<file path="src/rtl/hazard_control_unit.sv">
// ID/EX hazard unit: multi-cycle load-use stalls, fixed-latency multiply tracking, branch flush.
// Define HAZARD_STATS_EN to add saturating stall/flush/mul-stall event counters.
module hazard_control_unit #(
    parameter int unsigned                         OP_W       = 4,
    parameter int unsigned                         RADDR_W    = 4,
    parameter int unsigned                         NUM_RPORTS = 2,
    parameter logic [NUM_RPORTS*(2**OP_W)-1:0]     USE_MASK   = {16'h060F, 16'h03FF},
    parameter int unsigned                         LOAD_LAT   = 1,
    parameter logic [OP_W-1:0]                     MUL_OP     = 4'd11,
    parameter int unsigned                         MUL_LAT    = 4
) (
    input  logic                          clk,
    input  logic                          rst,
    input  logic [OP_W-1:0]               id_opcode,
    input  logic [RADDR_W-1:0]            id_waddr,
    input  logic [NUM_RPORTS*RADDR_W-1:0] id_raddr,
    input  logic [RADDR_W-1:0]            ex_waddr,
    input  logic                          ex_wdata_sc2,
    input  logic                          ex_rfwen,
    input  logic                          ex_branch_taken,
    output logic                          stall,
    output logic                          bubble,
    output logic                          flush_ifid,
    output logic                          mul_start,
    output logic                          mul_busy,
    output logic [1:0]                    state
`ifdef HAZARD_STATS_EN
    ,
    output logic [31:0]                   stat_stall_cycles,
    output logic [31:0]                   stat_flushes,
    output logic [31:0]                   stat_mul_stalls
`endif
);

    localparam int unsigned NOPS = 2**OP_W;
    localparam logic [1:0]  ST_IDLE    = 2'd0;
    localparam logic [1:0]  ST_LD_WAIT = 2'd1;

    logic [1:0]            r_state, w_state_nxt;
    logic [2:0]            r_ld_cnt, w_ld_cnt_nxt;
    logic                  r_mul_busy;
    logic [3:0]            r_mul_cnt;
    logic [RADDR_W-1:0]    r_mul_dst;

    logic [NUM_RPORTS-1:0] w_use;
    logic                  w_ld_match, w_mul_match;
    logic                  w_load_hit, w_mul_hit;

    always_comb begin
        w_use       = '0;
        w_ld_match  = 1'b0;
        w_mul_match = 1'b0;
        for (int p = 0; p < NUM_RPORTS; p++) begin
            w_use[p] = USE_MASK[p*NOPS + int'(id_opcode)] &&
                       (id_raddr[p*RADDR_W +: RADDR_W] != '0);
            if (w_use[p] && (id_raddr[p*RADDR_W +: RADDR_W] == ex_waddr)) w_ld_match = 1'b1;
            if (w_use[p] && (id_raddr[p*RADDR_W +: RADDR_W] == r_mul_dst)) w_mul_match = 1'b1;
        end
    end

    assign w_load_hit = ex_wdata_sc2 && ex_rfwen && (ex_waddr != '0) && w_ld_match;
    assign w_mul_hit  = r_mul_busy && ((id_opcode == MUL_OP) || w_mul_match);

    // Taken branch wins over any stall: the held instruction is on the wrong path anyway.
    always_comb begin
        flush_ifid = !rst && ex_branch_taken;
        stall      = !rst && !ex_branch_taken &&
                     ((r_state == ST_LD_WAIT) || w_load_hit || w_mul_hit);
        bubble     = stall || flush_ifid;
        mul_start  = !rst && (id_opcode == MUL_OP) && !stall && !flush_ifid;
    end

    assign state    = r_state;
    assign mul_busy = r_mul_busy;

    always_comb begin
        w_state_nxt  = r_state;
        w_ld_cnt_nxt = r_ld_cnt;
        case (r_state)
            ST_IDLE: begin
                if (!ex_branch_taken && w_load_hit && (LOAD_LAT > 1)) begin
                    w_state_nxt  = ST_LD_WAIT;
                    w_ld_cnt_nxt = 3'(LOAD_LAT - 1);
                end
            end
            ST_LD_WAIT: begin
                if (ex_branch_taken || (r_ld_cnt <= 3'd1)) begin
                    w_state_nxt  = ST_IDLE;
                    w_ld_cnt_nxt = 3'd0;
                end else begin
                    w_ld_cnt_nxt = r_ld_cnt - 3'd1;
                end
            end
            default: begin
                w_state_nxt  = ST_IDLE;
                w_ld_cnt_nxt = 3'd0;
            end
        endcase
    end

    always_ff @(posedge clk or posedge rst) begin
        if (rst) begin
            r_state  <= ST_IDLE;
            r_ld_cnt <= 3'd0;
        end else begin
            r_state  <= w_state_nxt;
            r_ld_cnt <= w_ld_cnt_nxt;
        end
    end

    always_ff @(posedge clk or posedge rst) begin
        if (rst) begin
            r_mul_busy <= 1'b0;
            r_mul_cnt  <= 4'd0;
            r_mul_dst  <= '0;
        end else if (mul_start) begin
            r_mul_busy <= 1'b1;
            r_mul_cnt  <= 4'(MUL_LAT - 1);
            r_mul_dst  <= id_waddr;
        end else if (r_mul_busy) begin
            r_mul_cnt <= r_mul_cnt - 4'd1;
            if (r_mul_cnt == 4'd1) r_mul_busy <= 1'b0;
        end
    end

`ifdef HAZARD_STATS_EN
    logic [31:0] r_stat_stall, r_stat_flush, r_stat_mul;

    always_ff @(posedge clk or posedge rst) begin
        if (rst) begin
            r_stat_stall <= '0;
            r_stat_flush <= '0;
            r_stat_mul   <= '0;
        end else begin
            if (stall && (r_stat_stall != '1)) r_stat_stall <= r_stat_stall + 32'd1;
            if (flush_ifid && (r_stat_flush != '1)) r_stat_flush <= r_stat_flush + 32'd1;
            if (stall && w_mul_hit && (r_stat_mul != '1)) r_stat_mul <= r_stat_mul + 32'd1;
        end
    end

    assign stat_stall_cycles = r_stat_stall;
    assign stat_flushes      = r_stat_flush;
    assign stat_mul_stalls   = r_stat_mul;
`endif

endmodule

</file>
<file path="config.mk">
export PLATFORM = sky130hd
export DESIGN_NAME = hazard_control_unit
export DESIGN_NICKNAME = d
export VERILOG_FILES = /design/src/rtl/hazard_control_unit.sv
export SDC_FILE = /design/constraint.sdc
export NUM_CORES = 1
export LEC_CHECK = 0
export ABC_AREA = 1
export BUFFER_PORTS_ARGS = -buffer_cell sky130_fd_sc_hd__buf_2
export CAP_MARGIN = 20
export CORE_MARGIN = 10
export CORE_UTILIZATION = 48
export CTS_BUF_LIST = sky130_fd_sc_hd__clkbuf_4 sky130_fd_sc_hd__clkbuf_8 sky130_fd_sc_hd__clkbuf_16
export DETAILED_ROUTE_END_ITERATION = 8
export GPL_ROUTABILITY_DRIVEN = 0
export GPL_TIMING_DRIVEN = 0
export PLACE_DENSITY = 0.8
export SYNTH_ARGS = -nofsm -noshare
export SYNTH_HDL_FRONTEND = slang
export SYNTH_SLANG_ARGS = --single-unit
</file>
<file path="constraint.sdc">
create_clock -name clk -period 1.6 [get_ports clk]
set_input_delay 0.24 -clock clk [delete_from_list [all_inputs] [get_ports clk]]
set_output_delay 0.24 -clock clk [all_outputs]
set_load 0.05 [all_outputs]
</file>
==> impl_summary.md <==
Run status
The run finished, with violations left. The checks that failed: negative setup slack.

Drt
After detailed routing, the number of remaining DRC violations is 0. The vias per cell is 4.68. Across all layers, the routed design uses about 1,000 vias. After detailed routing, the average wire length per cell comes to ~11 um. The number of detailed-route iterations in the first pass is 4. The first-iteration detailed-routing DRC count is 27. The count of nets left with antenna violations once routing finished came out at 0. The final wirelength is between 2000 and 2500 um.

Placed design
At the placement stage, the worst setup path has a slack of -0.464 ns. In this run the tool buffered the top-level ports with 29 buffer cells. The HPWL after detailed placement is approximately 1900 um.

Setup path
The combined buffer and inverter count along the critical path is 2. Data arrives at the worst endpoint at ~1.6 ns. STA classifies the critical path endpoint as an output port. Of all nets on the critical path, the largest fanout is 5.

The slowest stage of the critical path is the sky130_fd_sc_hd__dfrtp_1 cell. The data required time of the worst path is 1.36 ns. The kind of cell with the highest combined delay along the critical path is simple AND/OR/NAND/NOR gates. The worst setup path is launched from a register. Walking the worst path, the cells encountered are inv_1, nand2_1, nand2_1, nor2_1, nand3_1, nand3_2, nand2_4, a31oi_4, buf_6.

The largest single stage delay on the critical path is roughly 0.39 ns. By startpoint and endpoint, the worst setup path is classified as reg2out. Counting buffers and inverters, the worst setup path is 9 cells deep. The number of cells on the worst reg-to-reg path is 11. The most common cell type on the critical path is sky130_fd_sc_hd__nand2_1.

Floorplan
The area of the core is about 1700 sq um. The initial utilization of the core area, before any placement, comes to ~50%. 32 I/O pins were placed. The horizontal extent of the die is between 60 and 70 um. The standard-cell row count is 15. The floorplan step set the die height to roughly 63 um. The floorplan step defined a die boundary enclosing ~4000 sq um.

Synthesis
The Yosys step of the flow raised 0 warnings. The post-synthesis register bit count is 9. The synthesized netlist devotes under 10% of its cell area to XOR and XNOR gates. After technology mapping, the gate count stands at 152. After synthesis, the netlist uses 20 different library cells.

Measured against the total synthesized area, the mux share comes to 0%. The fraction of the mapped netlist area in adder cells is ~4.3%. The synthesized area per cell is about 5.7 sq um. The share of the Yosys chip area taken by registers is about 26%.

The cell area after technology mapping is roughly 870 sq um. Summing the areas of all compound-gate instances in the mapped netlist gives approximately 4.6% of the synthesized area. The synthesized netlist devotes between 40% and 50% of its cell area to simple gates. After synthesis, the largest family of logic cells by area is simple AND/OR/NAND/NOR gates.

Finish
Leaving out fill and tap cells, the most frequent cell in the layout is sky130_fd_sc_hd__nand2_1. Counting the fill cells in the layout gives approximately 160. Relative to the synthesized area, the layout overhead comes to 36.7%. The fraction of final layout cells with drive strength greater than 1 is 27.7%. Leaving out fill and tap cells, the most frequent cells in the layout are 70 x sky130_fd_sc_hd__nand2_1, 26 x sky130_fd_sc_hd__buf_2, 22 x sky130_fd_sc_hd__inv_1. The count of nets after finishing is 220. The number of antenna diodes in the final layout is 0.

Global routing
The largest net degree at the start of global routing is 10. The residual overflow from global routing is 0. The number of antenna violations at the first check in global routing is 0.

The overall track demand over capacity in global routing is about 13%. The number of global-route vias before repair is about 1,000. The first global-routing pass estimated ~4200 um of wire.

STA
Setup violations remaining at the end of the flow were counted as 3. Setup repair after global routing could not meet its margin everywhere. Adding up every negative setup slack in the final design gives -0.609 ns. The clock tree skew after final layout is 0.00119 ns. The final hold violation count is 0. The highest achievable clock rate is between 500 and 600 MHz.

The least setup slack across all paths after layout is -0.248 ns. The max-slew violation count is 0. Hold timing on the final database bottoms out at a slack of about 0.23 ns.

The final period utilization is 116%. The clock period minus worst slack is between 1.5 and 2 ns.

Clock tree
The cell at the root of the clock tree is sky130_fd_sc_hd__clkbuf_4. TritonCTS built the clock tree. The longest clock path from root to sink contains 2 buffers.

The clock latency at the later pin of the worst-skew pair is 0.26 ns. Clock-pin slew was measured on the worst setup and hold paths at 0.06 ns. CTS saw 9 sinks. The number of clock buffers added by TritonCTS is 3. In this run the number of H-tree levels came out at 1.

Power and ir drop
Dividing total power by cell area gives a power density of 894 nW/um^2. The maximum VDD drop is ~0.0007 V. The leakage power summed over all cells is about 0.75 nW. The power consumption is between 1 and 1.5 mW.

Min path
The path category of the worst min-delay check is in2reg. The count of cells along the worst hold path is 3.

Run
The max-capacitance violation count is 0.
-- logic make-up (layout without fill, tap and decap cells) --
kind of cell / Yosys count / in the layout
xor gates and xnor gates: 2 / 2
adders and majority gates: 3 / 3
other: 1 / 2
buffers and inverters: 30 / 68
DFF: 9 / 9
and+or+nand+nor: 100 / 100
AOI/OAI and AO/OA: 7 / 7
-- worst paths after layout --
path,startpoint,end,slack [ns]
min,id_waddr[1],r_mul_dst[1],0.23
max reg2reg,r_mul_dst[3],r_mul_dst[0],0.15
max,r_mul_dst[2],bubble,-0.25
min reg2reg,r_mul_dst[2],r_mul_dst[2],0.53
max in group asynchronous,rst,r_mul_cnt[0],0.73
min in group asynchronous,rst,r_mul_dst[1],0.58
-- worst register-to-register path, cell delays in order (launching register included) --
cell and delay (ns):
sky130_fd_sc_hd__dfrtp_1 0.41, sky130_fd_sc_hd__inv_1 0.09, sky130_fd_sc_hd__nand2_1 0.05, sky130_fd_sc_hd__nand2_1 0.06, sky130_fd_sc_hd__nor2_1 0.04, sky130_fd_sc_hd__nand3_1 0.08
sky130_fd_sc_hd__nand3_2 0.09, sky130_fd_sc_hd__nand2_4 0.13, sky130_fd_sc_hd__nand3_4 0.10, sky130_fd_sc_hd__buf_4 0.18, sky130_fd_sc_hd__nand2_1 0.06, sky130_fd_sc_hd__nand2_1 0.05
-- area by class of cell --
cell class / count / area [sq um] / share of cell area (%)
multi-input combinational: 114 / 567 / 47.8
sequential: 9 / 225 / 19.0
timing repair buffer: 34 / 208 / 17.5
inverter: 28 / 109 / 9.19
tap: 25 / 31.3 / 2.64
clock buffer: 4 / 30.0 / 2.53
buffer: 2 / 15.0 / 1.27
-- power by group --
part	switching [mW]	internal (mW)
Clock	0.0766	0.113
Combinational	0.286	0.191
Sequential	0.0839	0.309
Total	0.447	0.613
-- metrics by stage --
stage          instance area (sq um)  util, %  std cells
4_1_cts                         1160     67.4        214
5_1_grt                         1180     68.6        216
2_1_floorplan                    911        -        153
6_report                        1180     68.6        216
3_3_place_gp                    1090     63.0        207
3_5_place_dp                    1090     63.0        207
-- flip-flops by register name, indices dropped and copies added (netlist names) --
name / cells
r_mul_cnt: 4
r_mul_dst: 4
mul_busy: 1
-- synth_stat cells --
cell                      count  area, sq um
sky130_fd_sc_hd__a21oi_1      1         5.00
sky130_fd_sc_hd__a31oi_1      1         6.26
sky130_fd_sc_hd__a41oi_1      1         8.76
sky130_fd_sc_hd__buf_4        2         15.0
sky130_fd_sc_hd__conb_1       1         3.75
sky130_fd_sc_hd__dfrtp_1      9          225
sky130_fd_sc_hd__ha_1         3         37.5
sky130_fd_sc_hd__inv_1       25         93.8
sky130_fd_sc_hd__inv_2        3         11.3
sky130_fd_sc_hd__nand2_1     70          263
sky130_fd_sc_hd__nand2_2      2         12.5
sky130_fd_sc_hd__nand3_1      6         30.0
sky130_fd_sc_hd__nand3_2      1         10.0
sky130_fd_sc_hd__nand3_4      1         17.5
sky130_fd_sc_hd__nand4_1      4         25.0
sky130_fd_sc_hd__nor2_1      14         52.6
sky130_fd_sc_hd__nor3_1       1         5.00
sky130_fd_sc_hd__nor3b_1      1         7.51
sky130_fd_sc_hd__o21ai_0      4         20.0
sky130_fd_sc_hd__xnor2_1      2         17.5
-- layer usage --
| metal | track usage, % | vias up | part of all wire (%) | wire length (um) |
|---|---|---|---|---|
| met5 | 0 | - | 0 | 0 |
| met4 | 4.19 | 0 | 0.51 | 12 |
| met3 | 3.41 | 2 | 6.1 | 145 |
| met2 | 22.4 | 28 | 50 | 1190 |
| met1 | 13.8 | 441 | 43 | 1020 |
| li1 | - | 539 | - | - |
-- repair_timing --
item / CTS / global route
setup endpoints to repair: 3 / 8
endpoints found under the hold margin: 9 / 0
buffers inserted: 2 / 2
hold buffers: 1 / 0
pin swaps: 3 / 5
gates resized for setup: 7 / 4
(Power assumes the default switching activity.)
